### config.mk
export PLATFORM = sky130hd
export DESIGN_NAME = write_back_stage
export DESIGN_NICKNAME = d
export VERILOG_FILES = /design/src/rtl/write_back_stage_pkg.sv /design/src/rtl/write_back_store_fsm.sv /design/src/rtl/write_back_stage.sv
export SDC_FILE = /design/constraint.sdc
export NUM_CORES = 1
export LEC_CHECK = 0
export BUFFER_PORTS_ARGS = -buffer_cell sky130_fd_sc_hd__buf_2
export CORE_ASPECT_RATIO = 1.5
export CORE_MARGIN = 10
export CORE_UTILIZATION = 43
export CTS_CLUSTER_SIZE = 24
export DETAILED_ROUTE_END_ITERATION = 12
export MAX_ROUTING_LAYER = met4
export PLACE_DENSITY = 0.88
export REMOVE_ABC_BUFFERS = 1
export SETUP_SLACK_MARGIN = 0.2
export SYNTH_ARGS = -nofsm -noshare
export SYNTH_HDL_FRONTEND = slang
export SYNTH_SLANG_ARGS = --single-unit
### constraint.sdc
create_clock -name clock -period 2.1 [get_ports clock]
set_clock_uncertainty 0.2 [all_clocks]
set_input_delay 0.21 -clock clock [delete_from_list [all_inputs] [get_ports clock]]
set_output_delay 0.21 -clock clock [all_outputs]
set_load 0.005 [all_outputs]
### src/rtl/write_back_stage_pkg.sv
// Shared write-back definitions: register map, regfile types and store FSM states.
// Flags and PC live in the architectural register file alongside the GPRs.
package write_back_stage_pkg;

    localparam int NR = 4;
    localparam int IW = $clog2(NR);

    localparam int unsigned PC    = 2;
    localparam int unsigned Flags = 3;

    typedef logic [2:0]            regind_t;
    typedef logic [31:0]           regval_t;
    typedef regval_t [NR-1:0]      regfile_t;

    localparam regfile_t ZeroRegFile = '0;

    typedef enum logic [0:0] {
        IDLE  = 1'b0,
        STORE = 1'b1
    } wb_state_t;

    // Index 0 is hardwired to zero and indices past NR do not exist.
    function automatic logic idx_ok(input logic [3:0] i);
        return (i != 4'd0) && (i < 4'(NR));
    endfunction

endpackage

### src/rtl/write_back_store_fsm.sv
// Stalling store sequencer: latches address/data and holds upstream
// until the memory accepts the write.
module write_back_store_fsm
    import write_back_stage_pkg::*;
(
    input  logic        clock,
    input  logic        reset_n,
    input  logic        start_i,
    input  logic [31:0] addr_i,
    input  logic [31:0] data_i,
    input  logic        mem_wait_i,
    output logic [31:0] mem_address_o,
    output logic [31:0] mem_data_o,
    output logic        mem_write_o,
    output logic        hold_o,
    output logic        done_o
);

    wb_state_t   state_q, state_d;
    logic [31:0] addr_q, addr_d;
    logic [31:0] data_q, data_d;

    always_comb begin
        state_d = state_q;
        addr_d  = addr_q;
        data_d  = data_q;
        unique case (state_q)
            IDLE: begin
                if (start_i) begin
                    state_d = STORE;
                    addr_d  = addr_i;
                    data_d  = data_i;
                end
            end
            STORE: begin
                if (!mem_wait_i) begin
                    state_d = IDLE;
                end
            end
        endcase
    end

    always_ff @(posedge clock or negedge reset_n) begin
        if (!reset_n) begin
            state_q <= IDLE;
            addr_q  <= '0;
            data_q  <= '0;
        end else begin
            state_q <= state_d;
            addr_q  <= addr_d;
            data_q  <= data_d;
        end
    end

    // Driven straight from state so a reset drops the request immediately.
    assign mem_write_o   = (state_q == STORE);
    assign hold_o        = (state_q == STORE);
    assign done_o        = (state_q == STORE) && !mem_wait_i;
    assign mem_address_o = addr_q;
    assign mem_data_o    = data_q;

endmodule

### src/rtl/write_back_stage.sv
// Final pipeline stage: retires into the register file, drives bypass
// feedback, sequences stores and flags PC redirects back to fetch.
module write_back_stage
    import write_back_stage_pkg::*;
#(
    parameter logic [31:0] PC_STEP = 32'd4
) (
    input  logic            clock,
    input  logic            reset_n,
    input  logic            flow_is_valid_i,
    output logic            flow_hold_o,
    input  logic            ex_has_flushed_i,
    input  logic            ex_is_writing_memory_i,
    input  logic [2:0]      ex_destination_register_i,
    input  logic [31:0]     ex_destination_value_i,
    input  logic            ex_has_upper_value_i,
    input  logic [31:0]     ex_upper_value_i,
    input  logic [3:0]      ex_flags_i,
    input  logic [31:0]     ex_pc_i,
    input  logic [31:0]     ex_adjustment_value_i,
    output logic            fb_is_valid_o,
    output logic [31:0]     fb_value_o,
    output logic [31:0]     fb_upper_value_o,
    output logic [2:0]      fb_index_o,
    output logic            fb_has_upper_value_o,
    output logic            wf_has_flushed_o,
    output logic [NR*32-1:0] registers_o,
    output logic [31:0]     mem_address_o,
    output logic [31:0]     mem_data_o,
    output logic            mem_write_o,
    input  logic            mem_wait_i
);

    regfile_t regs_q, regs_d;
    logic     flush_q, flush_d;

    logic       hold;
    logic       store_done;
    logic       accept;
    logic       commit;
    logic       store_go;
    logic [3:0] dst_idx;
    logic [3:0] up_idx;
    logic       dst_ok;
    logic       up_ok;
    logic       pc_wr;

    assign accept   = flow_is_valid_i && !hold;
    assign commit   = accept && !ex_has_flushed_i
                      && !ex_is_writing_memory_i;
    assign store_go = accept && !ex_has_flushed_i
                      && ex_is_writing_memory_i;

    assign dst_idx = {1'b0, ex_destination_register_i};
    assign up_idx  = dst_idx + 4'd1;
    assign dst_ok  = idx_ok(dst_idx);
    assign up_ok   = ex_has_upper_value_i && idx_ok(up_idx);
    assign pc_wr   = (dst_ok && dst_idx == 4'(PC))
                     || (up_ok && up_idx == 4'(PC));

    write_back_store_fsm u_store_fsm (
        .clock         (clock),
        .reset_n       (reset_n),
        .start_i       (store_go),
        .addr_i        (ex_adjustment_value_i),
        .data_i        (ex_destination_value_i),
        .mem_wait_i    (mem_wait_i),
        .mem_address_o (mem_address_o),
        .mem_data_o    (mem_data_o),
        .mem_write_o   (mem_write_o),
        .hold_o        (hold),
        .done_o        (store_done)
    );

    // Implicit Flags/PC updates first so explicit destinations override them.
    always_comb begin
        regs_d  = regs_q;
        flush_d = 1'b0;
        if (commit || store_done) begin
            regs_d[Flags] = {28'b0, ex_flags_i};
            regs_d[PC]    = ex_pc_i + PC_STEP;
        end
        if (commit) begin
            if (dst_ok) begin
                regs_d[dst_idx[IW-1:0]] = ex_destination_value_i;
            end
            if (up_ok) begin
                regs_d[up_idx[IW-1:0]] = ex_upper_value_i;
            end
            flush_d = pc_wr;
        end
    end

    always_ff @(posedge clock or negedge reset_n) begin
        if (!reset_n) begin
            regs_q  <= ZeroRegFile;
            flush_q <= 1'b0;
        end else begin
            regs_q  <= regs_d;
            flush_q <= flush_d;
        end
    end

    assign flow_hold_o          = hold;
    assign wf_has_flushed_o     = flush_q;
    assign registers_o          = regs_q;
    assign fb_is_valid_o        = commit && (dst_idx != 4'd0);
    assign fb_value_o           = ex_destination_value_i;
    assign fb_upper_value_o     = ex_upper_value_i;
    assign fb_index_o           = ex_destination_register_i;
    assign fb_has_upper_value_o = ex_has_upper_value_i;

endmodule
==> results of run 1 <==
## report_power, final
part	switching [mW]	internal (mW)
Combinational	1.59	1.76
Clock	1.66	1.58
Sequential	0.519	4.41
Total	3.76	7.74
## logic make-up (layout without fill, tap and decap cells)
group           count (synthesis)  in the layout  share of synthesized area
compound gates                178            180                     0.1206
buf+inv                       155            664                    0.09541
other cells                     0              7                          0
simple gates                  173            173                    0.09595
xor+xnor                       26             26                    0.02488
flops                         194            194                     0.5303
mux                           112            112                     0.1315
fa+ha+maj                       1              1                   0.001367
## synth_stat cells (all sizes together) (6+ instances only)
cell / n / share of area
a21oi: 37 / 0.020
a221oi: 11 / 0.011
buf: 86 / 0.067
clkbuf: 63 / 0.026
dfrtp: 194 / 0.53
inv: 6 / 0.0025
mux2: 66 / 0.081
mux2i: 46 / 0.050
nand2: 51 / 0.021
nand3: 17 / 0.011
nand4: 8 / 0.0078
nor2: 61 / 0.026
nor3: 6 / 0.0033
nor4: 7 / 0.0081
o21ai: 51 / 0.028
o22ai: 42 / 0.029
o32ai: 11 / 0.011
xnor2: 7 / 0.0067
xor2: 19 / 0.018
## final cells by class
type                    count  share of cell area
repair buffers            626              0.3219
clock inverters            15            0.009650
flip-flops and latches    194              0.3284
inverters                   6            0.001862
diodes                      7            0.001185
clock buffers              17             0.02878
well taps                 268             0.02268
multi-input cells         492              0.2855
## worst max path at each step
stage | start | endpoint | depth (start not counted)
2_1_floorplan | u_store_fsm.hold_o | u_store_fsm.mem_address_o[0] | 2
3_3_place_gp | ex_destination_register_i[2] | registers_o[127] | 6
3_5_place_dp | u_store_fsm.hold_o | registers_o[126] | 5
4_1_cts | u_store_fsm.hold_o | fb_is_valid_o | 4
5_1_grt | u_store_fsm.hold_o | registers_o[123] | 6
6_report | u_store_fsm.hold_o | registers_o[123] | 6
## state kept, by name, summed over array words and instances (netlist names)
register / count
u_store_fsm.mem_data_o: 32
u_store_fsm.hold_o: 1
u_store_fsm.mem_address_o: 32
registers_o: 128
wf_has_flushed_o: 1
## critical path, delay by kind of cell, from the launching register on
family	cells	cell delay, ns
and+or+nand+nor	2	0.70
AOI/OAI and AO/OA	2	0.56
DFF	1	0.40
buffers and inverters	2	0.29
## what timing repair did
action | in CTS | in global routing
endpoints found under the hold margin | 354 | 0
gates resized for setup | 157 | 108
setup buffers | 27 | 6
hold buffers | 125 | 0
endpoints found under the setup margin | 159 | 161
cloned | 14 | 7
pin swaps | 18 | 8
## placed cells by master, fill, tap and decap left out, types with 6 or more instances in the layout
cell type,n
buf_2,404
dfrtp_1,194
dlygate4sd3_1,125
mux2_2,49
nand2_1,44
mux2i_1,43
o22ai_1,40
nor2_4,38
buf_4,35
o21ai_1,34
a21oi_2,33
buf_12,24
clkbuf_16,23
xor2_1,19
nor2_1,18
mux2_4,17
nand3_1,16
buf_6,16
o32ai_1,11
buf_16,11
a221oi_2,10
o21ai_0,10
o21ai_2,8
diode_2,7
xnor2_1,7
nand4_1,6
## stage by stage
step           setup TNS, ns  cells
2_1_floorplan        -534.28    690
3_3_place_gp               0   1407
3_5_place_dp        -0.04724   1407
4_1_cts            -0.003100   1605
5_1_grt               -3.462   1623
6_report             -0.7292   1625
## routing by layer
metal  up-vias  part of all wire  track usage
li1       3909                 -            -
met1      4578              0.34       0.2990
met2       648              0.51       0.4932
met3       188             0.092      0.07804
met4         0             0.058       0.1410
met5         -                 0            -
==> results.py, run 1 <==
metrics = {
    "run_status": {
        "status": "finished with violations",
        "violations": "negative setup slack",
    },
    "detailed_routing": {
        "ant_nets": 0,
        "drtIter0Drc": 745,
        "drcViolationCount": 0,
        "firstDrtPassIters": 6,
        "wire_per_inst_um": 26.86,
        "wirelength_um": 43650,
        "viasPerCell": 5.737,
        "num_vias": 9323,
    },
    "worst_hold_path": {
        "whs_path_depth": 4,
        "min_path_type": "input pin to flop",
        "worstHoldEndpoint": "registers_o[79]",
        "min_from": "ex_pc_i[15]",
    },
    "floorplanning": {
        "die_x_um": 139.1,
        "rows": 65,
        "die_area_um2": 27640,
        "die_height_um": 198.7,
        "design.core.area_um2": 20980,
        "initial_core_util": 0.4363,
        "ios": 406,
    },
    "global_routing": {
        "grt_use_total": 0.2869,
        "overflow": 0,
        "grt_pass1_vias": 10120,
        "grt_max_degree": 76,
        "antenna_found_initial": 5,
        "grt_pass1_wl_um": 59800,
    },
    "cells_and_area": {
        "area_growth_pct": 61.48,
        "fin_area_um2": 14780,
        "layout.nets": 1480,
        "final_core_util": 0.7045,
        "drive_gt1_frac": 0.5452,
        "seq_area_um2": 4855,
        "multi_input_area_um2": 4220,
        "fillers": 1370,
    },
    "timing": {
        "rsz0062_at_grt": "true",
        "hold_ws_ns": 0.01290,
        "fin_crit_sh": 1.092,
        "min_period_ns": 2.293,
        "final_hold_viol_count": 0,
        "fmax_mhz": 436.1,
        "setup_slack_ns": -0.1932,
        "slew_violations": 0,
        "tightest_slew_ns": 1.120,
        "setup_viol": 19,
        "relSlewSlack": 0.2534,
    },
    "pwr": {
        "power_density_nw_per_um2": 778.1,
        "p_leak_nw": 6.881,
        "ir_drop_v": 0.001072,
        "total_power_mw": 11.50,
    },
    "logic_synthesis": {
        "yosysWarnings": 0,
        "synth_cell_types": 54,
        "synth-async-reset-ratio": 1.000,
        "avgSynthCellArea_um2": 10.91,
        "syn_inst": 839,
        "syn-cell-area_um2": 9154,
        "synth-main-ff-cell": "dfrtp_1",
        "seq_area_frac_synth": 0.5303,
        "synth_enable_flop_cells": 0,
        "ys_ff_latch": 194,
    },
    "worst_setup_path": {
        "reg2reg_depth": 6,
        "crit_path_start_kind": "flop",
        "path_max_fanout": 7,
        "r2r_slack_ns": -0.19,
        "setup.worst_path.end_class": "flop",
        "worstPathCellList": "or4b_4 > buf_6 > nor2_4 > buf_6 > o21ai_4 > o21ai_1",
        "crit_arrival_ns": 2.39,
        "cpMaxStageDelayCell": "or4b_4",
        "critPathMaxStageDelay_ns": 0.50,
        "worstPathRequired_ns": 2.20,
        "crit_type": "flop to flop",
        "r2r_start": "u_store_fsm.hold_o",
        "cp_common_cell": "buf_6",
        "r2r_end": "registers_o[123]",
    },
    "place": {
        "place_ws_ns": -0.01800,
        "dpl_cell_area_um2": 11200,
        "gp_congestion": 0.9014,
        "dp_hpwl_um": 26010,
        "port_buffers": 405,
    },
    "clock_tree": {
        "cts_tree": "yes",
        "clock-sinks": 194,
        "clk_latency_ns": 0.44,
        "cts_buffers": 17,
        "cts_root_buf": "clkbuf_16",
        "path_clk_slew_ns": 0.08,
        "h-tree-depth": 4,
        "clk_path_buf_depth": 2,
    },
    "flow_run": {
        "drv_cap": 0,
    },
}
Power figures use the tool's default switching activity.
==> run 2: changes to the inputs <==
--- a/config.mk
+++ b/config.mk
@@ -9,10 +9,11 @@
 export CORE_ASPECT_RATIO = 1.5
 export CORE_MARGIN = 10
 export CORE_UTILIZATION = 43
+export CTS_BUF_LIST = sky130_fd_sc_hd__clkbuf_16
 export CTS_CLUSTER_SIZE = 24
 export DETAILED_ROUTE_END_ITERATION = 12
 export MAX_ROUTING_LAYER = met4
-export PLACE_DENSITY = 0.88
+export PLACE_DENSITY = 0.77
 export REMOVE_ABC_BUFFERS = 1
 export SETUP_SLACK_MARGIN = 0.2
 export SYNTH_ARGS = -nofsm -noshare
==> run 2 against run 1 <==
The flow still finishes with violations (negative setup slack). Die area did not move. Sequential power hardly changed. Worst setup slack gained 0.14 ns. Register-to-register slack gained 0.14 ns. Critical path type unchanged. Largest cell class unchanged.
==> results.py, run 2 (synthesis results as in run 1) <==
metrics = {
    "worst_setup_path": {
        "worstPathCellList": "or4b_4 > buf_6 > buf_6 > a21oi_4 > buf_12 > buf_12 > buf_16 > nor2_4 > a21oi_2",
        "reg2reg_depth": 9,
        "r2r_start": "u_store_fsm.hold_o",
        "r2r_slack_ns": -0.06,
        "cpMaxStageDelayCell": "or4b_4",
        "critPathMaxStageDelay_ns": 0.51,
        "critPathLaunch": "u_store_fsm.hold_o",
        "crit_end": "registers_o[35]",
        "crit_path_start_kind": "flop",
        "path_max_fanout": 6,
        "crit_type": "flop to flop",
        "cpLargestDelayFamily": "buffers and inverters",
        "setup.worst_path.end_class": "flop",
        "worstPathRequired_ns": 2.27,
        "r2r_end": "registers_o[35]",
        "cp.depth": 9,
        "critical_path_buf_inv_count": 5,
        "crit_arrival_ns": 2.33,
    },
    "clock_tree": {
        "clk_path_buf_depth": 2,
        "path_clk_slew_ns": 0.07,
        "h-tree-depth": 4,
        "clk_latency_ns": 0.43,
        "cts_tree": "yes",
        "clock-sinks": 194,
        "cts_buffers": 17,
        "cts_root_buf": "clkbuf_16",
    },
    "place": {
        "dp_hpwl_um": 25760,
        "gp_congestion": 0.8753,
        "place_ws_ns": 0.01140,
        "port_buffers": 405,
        "placed_cells": 1408,
    },
    "detailed_routing": {
        "viasPerCell": 5.657,
        "drtIter0Drc": 591,
        "wire_per_inst_um": 26.07,
        "wirelength_um": 42080,
        "num_vias": 9130,
        "firstDrtPassIters": 5,
        "drcViolationCount": 0,
        "ant_nets": 0,
    },
    "worst_hold_path": {
        "min_path_type": "input pin to flop",
    },
    "floorplanning": {
        "die_area_um2": 27640,
        "initial_core_util": 0.4363,
        "die_x_um": 139.1,
        "die_height_um": 198.7,
        "design.core.area_um2": 20980,
        "rows": 65,
        "ios": 406,
    },
    "global_routing": {
        "antenna_found_initial": 5,
        "grt_use_total": 0.2760,
        "overflow": 0,
        "grt_pass1_vias": 9585,
        "grt_pass1_wl_um": 57500,
        "grt_max_degree": 73,
    },
    "timing": {
        "rsz0062_at_grt": "true",
        "slew_violations": 0,
        "final_hold_viol_count": 0,
        "setup_viol": 31,
        "fmax_mhz": 463.9,
        "relSlewSlack": 0.6339,
        "fin_crit_sh": 1.026,
        "min_period_ns": 2.155,
        "tightest_slew_ns": 0.5480,
        "finalSetupTns_ns": -0.5910,
        "setup_slack_ns": -0.05543,
    },
    "run_status": {
        "violations": "negative setup slack",
        "status": "finished with violations",
    },
    "cells_and_area": {
        "drive_gt1_frac": 0.5488,
        "fillers": 1384,
        "area_growth_pct": 62.47,
        "layout.nets": 1472,
        "fin_cells": 1614,
        "largest_reg_flops": 128,
        "final_common_cell": "buf_2",
        "final_cell_mix": "buf_2, dfrtp_1, dlygate4sd3_1, nand2_1, mux2_4",
    },
    "flow_run": {
        "drv_cap": 0,
    },
    "pwr": {
        "power_density_nw_per_um2": 782.5,
        "ir_drop_v": 0.0008820,
        "p_leak_nw": 6.999,
    },
}
==> run 2: changes by cell type in the layout (fill, tap and decap cells not counted), moves of 5 or more <==
| cell | previous run | this run |
|---|---|---|
| mux2_2 | 49 | 19 |
| o21ai_1 | 34 | 13 |
| mux2_4 | 17 | 47 |
| nor2_1 | 18 | 24 |
| o21ai_2 | 8 | 27 |
| a221oi_1 | 0 | 5 |
| clkbuf_16 | 23 | 30 |
==> run 2: cell type report <==
type / instances / area [µm²] / area share
sequential: 194 / 4855 / 0.3264
timing repair buffer: 620 / 4718 / 0.3173
multi-input combinational: 490 / 4348 / 0.2924
clock buffer: 17 / 425.4 / 0.02861
tap: 268 / 335.3 / 0.02255
clock inverter: 14 / 155.1 / 0.01043
inverter: 6 / 22.52 / 0.001514
antenna: 5 / 12.51 / 0.0008413
==> run 2: report_power, final <==
| part | internal, mW | switching, mW | total [mW] | leakage, nW |
|---|---|---|---|---|
| registers | 4.41 | 0.511 | 4.92 | 2.40 |
| logic | 1.82 | 1.60 | 3.42 | 4.31 |
| clock network | 1.77 | 1.53 | 3.30 | 0.287 |
| total | 8.00 | 3.64 | 11.6 | 7.00 |
==> run 2: repair_timing <==
item,CTS,global route
buffers inserted,13,13
gates cloned,11,12
pin swaps,23,21
hold buffers,121,0
endpoints found under the setup margin,142,161
resized for setup,93,199
hold endpoints to repair,263,0
==> run 2: worst reg2reg max path: cells and delay by family, from the launching register on <==
| family | cells | cell delay [ns] |
|---|---|---|
| buffers and inverters | 5 | 0.71 |
| AOI/OAI and AO/OA | 2 | 0.23 |
| DFF | 1 | 0.40 |
| and+or+nand+nor | 2 | 0.55 |
==> run 2: metal layers <==
layer,global-route usage,vias up,part of all wire
li1,-,3881,-
met1,0.2857,4550,0.35
met2,0.4781,554,0.51
met3,0.07446,145,0.080
met4,0.1341,0,0.057
met5,-,-,0
==> run 2: worst min-delay path by stage <==
| stage | slack (ns) | endpoint | startpoint | cells past startpoint |
|---|---|---|---|---|
| 2_1_floorplan | -0.29 | registers_o[0] | reset_n | 0 |
| 3_3_place_gp | 0.002 | registers_o[109] | reset_n | 1 |
| 3_5_place_dp | 0.007 | registers_o[109] | reset_n | 1 |
| 4_1_cts | 0.007 | registers_o[84] | ex_pc_i[20] | 3 |
| 5_1_grt | 0.02 | registers_o[84] | ex_pc_i[20] | 3 |
| 6_report | 0.03 | registers_o[84] | ex_pc_i[20] | 3 |
==> run 2: per-stage QoR <==
step	instance area [µm²]	util	hold WS, ns	total power, mW
after floorplan	8303	-	-0.2856	5.743
after global routing	14870	0.7088	0.01951	12.10
final	14870	0.7088	0.02676	11.64
after global placement	11240	0.5355	0.001722	7.241
after detailed placement	11240	0.5355	0.007316	7.312
after CTS	13730	0.6543	0.006912	10.99
==> run 3: changes to the inputs <==
--- a/config.mk
+++ b/config.mk
@@ -13,9 +13,10 @@
 export CTS_CLUSTER_SIZE = 24
 export DETAILED_ROUTE_END_ITERATION = 12
 export MAX_ROUTING_LAYER = met4
-export PLACE_DENSITY = 0.77
+export PLACE_DENSITY = 0.76
 export REMOVE_ABC_BUFFERS = 1
 export SETUP_SLACK_MARGIN = 0.2
 export SYNTH_ARGS = -nofsm -noshare
 export SYNTH_HDL_FRONTEND = slang
+export SYNTH_HIERARCHICAL = 1
 export SYNTH_SLANG_ARGS = --single-unit
==> run 3 against run 2 <==
The run still ends with negative setup slack left. Clock-buffer cell count stayed put. Critical path depth is 1 lower. Clock power is 2% lower. Core utilization is 2.8 points lower. Non-clock buffer count is 4 lower. Largest cell class unchanged.
==> results.py, run 3 <==
metrics = {
    "worst_setup_path": {
        "cpMaxStageDelayCell": "or4b_4",
        "r2r_slack_ns": -0.10,
        "cp_common_cell": "buf_6",
        "crit_type": "flop to flop",
        "worstPathRequired_ns": 2.28,
        "crit_arrival_ns": 2.38,
        "critPathMaxStageDelay_ns": 0.50,
        "crit_path_start_kind": "flop",
        "path_max_fanout": 8,
        "setup.worst_path.end_class": "flop",
        "worstPathCellList": "or4b_4 > buf_6 > buf_6 > or2b_4 > buf_12 > nand2_2 > a22o_2 > nand2_1",
    },
    "detailed_routing": {
        "wire_per_inst_um": 24.50,
        "ant_nets": 0,
        "num_vias": 8743,
        "wirelength_um": 39620,
        "drtIter0Drc": 367,
        "drcViolationCount": 0,
        "viasPerCell": 5.407,
        "firstDrtPassIters": 5,
    },
    "cells_and_area": {
        "fillers": 1511,
        "seq_area_um2": 4855,
        "fin_cells": 1617,
        "final_common_cell": "buf_2",
        "layout.nets": 1470,
        "drive_gt1_frac": 0.5567,
        "final_cell_mix": "buf_2, dfrtp_1, dlygate4sd3_1, nand2_1, mux2_4",
        "largest_reg_flops": 128,
        "final_core_util": 0.6806,
        "area_growth_pct": 56.80,
        "multi_input_area_um2": 4285,
    },
    "clock_tree": {
        "cts_root_buf": "clkbuf_16",
        "cts_buffers": 17,
        "h-tree-depth": 4,
        "path_clk_slew_ns": 0.08,
        "cts_tree": "yes",
        "clk_path_buf_depth": 2,
        "clock-sinks": 194,
        "clk_latency_ns": 0.43,
    },
    "logic_synthesis": {
        "ys_ff_latch": 194,
        "synth.most_common_cell": "dfrtp_1",
        "yosysWarnings": 6,
        "syn-cell-area_um2": 9355,
        "seq_area_frac_synth": 0.5189,
        "synth_cell_types": 56,
        "synth_enable_flop_cells": 0,
        "synth-async-reset-ratio": 1.000,
        "yosysTopAreaCellShare": 0.5189,
        "synth.largest_area_cell": "dfrtp_1",
        "synth-main-ff-cell": "dfrtp_1",
        "syn_inst": 839,
        "avgSynthCellArea_um2": 11.15,
        "synth_top_cells_by_area": "dfrtp_1, mux2_4, buf_4",
        "ys_top_cells_by_count": "dfrtp_1, buf_4, nand2_1",
    },
    "place": {
        "port_buffers": 405,
        "dp_hpwl_um": 26250,
        "place_ws_ns": -0.08415,
        "gp_congestion": 0.8633,
        "placed_cells": 1416,
    },
    "worst_hold_path": {
        "min_path_type": "input pin to flop",
    },
    "floorplanning": {
        "initial_core_util": 0.4341,
        "die_x_um": 140.4,
        "die_area_um2": 28180,
        "ios": 406,
        "rows": 66,
        "design.core.area_um2": 21550,
        "die_height_um": 200.7,
    },
    "timing": {
        "rsz0062_at_grt": "true",
        "slew_violations": 0,
        "setup_viol": 90,
        "tightest_slew_ns": 0.6403,
        "relSlewSlack": 0.5732,
        "fmax_mhz": 453.7,
        "fin_crit_sh": 1.050,
        "final_hold_viol_count": 0,
        "min_period_ns": 2.204,
        "hold_ws_ns": 0.02782,
        "setup_slack_ns": -0.1040,
    },
    "pwr": {
        "seq_power_share": 0.426,
        "p_leak_nw": 6.954,
        "internal-power_mw": 8.088,
        "p_sw_frac": 0.3145,
        "switchingPower_mw": 3.711,
        "ir_drop_v": 0.0007336,
        "power_density_nw_per_um2": 804.4,
        "clockPowerShare": 0.275,
        "p_comb_frac": 0.299,
    },
    "run_status": {
        "status": "finished with violations",
        "violations": "negative setup slack",
    },
    "global_routing": {
        "grt_pass1_wl_um": 55590,
        "antenna_found_initial": 5,
        "grt_max_degree": 65,
        "grt_pass1_vias": 9316,
        "grt_use_total": 0.2610,
        "overflow": 0,
    },
    "flow_run": {
        "drv_cap": 0,
    },
}
==> run 3: cell types whose count changed after synthesis, sizes merged, moves of 9 or more <==
cell,change
nand2,+18
mux2i,-11
nor2,-13
clkbuf,-9
xnor2,+9
xor2,-9
==> run 3: critical path, delay by kind of cell (launching register included) <==
kind / cells / cell delay [ns]
AND/OR/NAND/NOR: 4 / 0.92
buffers and inverters: 3 / 0.43
flip-flops: 1 / 0.38
AO/OA/AOI/OAI: 1 / 0.20
==> run 3: power groups by stage <==
stage | combinational, mW | sequential [mW] | clock (mW)
2_1_floorplan | 1.07 | 4.99 | 0
3_3_place_gp | 2.77 | 4.91 | 0
3_5_place_dp | 2.82 | 4.95 | 0
4_1_cts | 3.15 | 4.89 | 3.32
5_1_grt | 3.76 | 5.11 | 3.45
6_report | 3.53 | 5.03 | 3.24
==> run 3: cell type report <==
class / count / share of cell area
sequential: 194 / 0.3309
timing repair buffer: 616 / 0.3115
multi-input combinational: 492 / 0.2921
clock buffer: 17 / 0.02900
tap: 272 / 0.02320
clock inverter: 15 / 0.01049
inverter: 6 / 0.001876
antenna: 5 / 0.0008529
==> run 3: per-layer routing <==
metal,wire length (µm),GRT usage,share of wire,vias to the layer above
li1,-,-,-,3886
met1,14220,0.2730,0.36,4369
met2,21110,0.4492,0.53,405
met3,2672,0.06605,0.067,83
met4,1618,0.1202,0.041,0
met5,0,-,0,-
==> run 3: worst paths after layout <==
check                              startpoint                           end  cells past startpoint
max                        u_store_fsm/hold_o               registers_o[99]                      8
min                               ex_pc_i[13]               registers_o[78]                      4
max reg2reg                u_store_fsm/hold_o               registers_o[99]                      8
min reg2reg                   registers_o[11]               registers_o[11]                      0
max in group asynchronous             reset_n  u_store_fsm/mem_address_o[8]                      3
min in group asynchronous             reset_n    u_store_fsm/mem_data_o[17]                      3
==> run 3: logic make-up (layout without fill, tap and decap cells) <==
group	Yosys count	count (layout)	share of synthesized area
xor+xnor	26	26	0.02434
fa+ha+maj	1	1	0.001337
mux	109	109	0.1462
buf+inv	154	654	0.09884
simple gates	181	182	0.09723
other cells	0	5	0
compound gates	174	174	0.1131
flops	194	194	0.5189
==> run 3: repair_timing <==
| item | in CTS | in global routing |
|---|---|---|
| resized for setup | 55 | 163 |
| setup endpoints to repair | 159 | 161 |
| setup buffers | 11 | 9 |
| cloned | 7 | 9 |
| hold buffers | 128 | 0 |
| pin swaps | 8 | 24 |
| hold endpoints to repair | 350 | 0 |
==> run 3: per-stage QoR <==
step	TNS [ns]	total power, mW	area (µm²)
6_report	-3.532	11.80	14670
5_1_grt	-9.018	12.31	14670
4_1_cts	-3.355	11.36	13710
3_5_place_dp	-0.4402	7.774	11420
3_3_place_gp	-0.08743	7.680	11420
2_1_floorplan	-237.47	6.059	8453
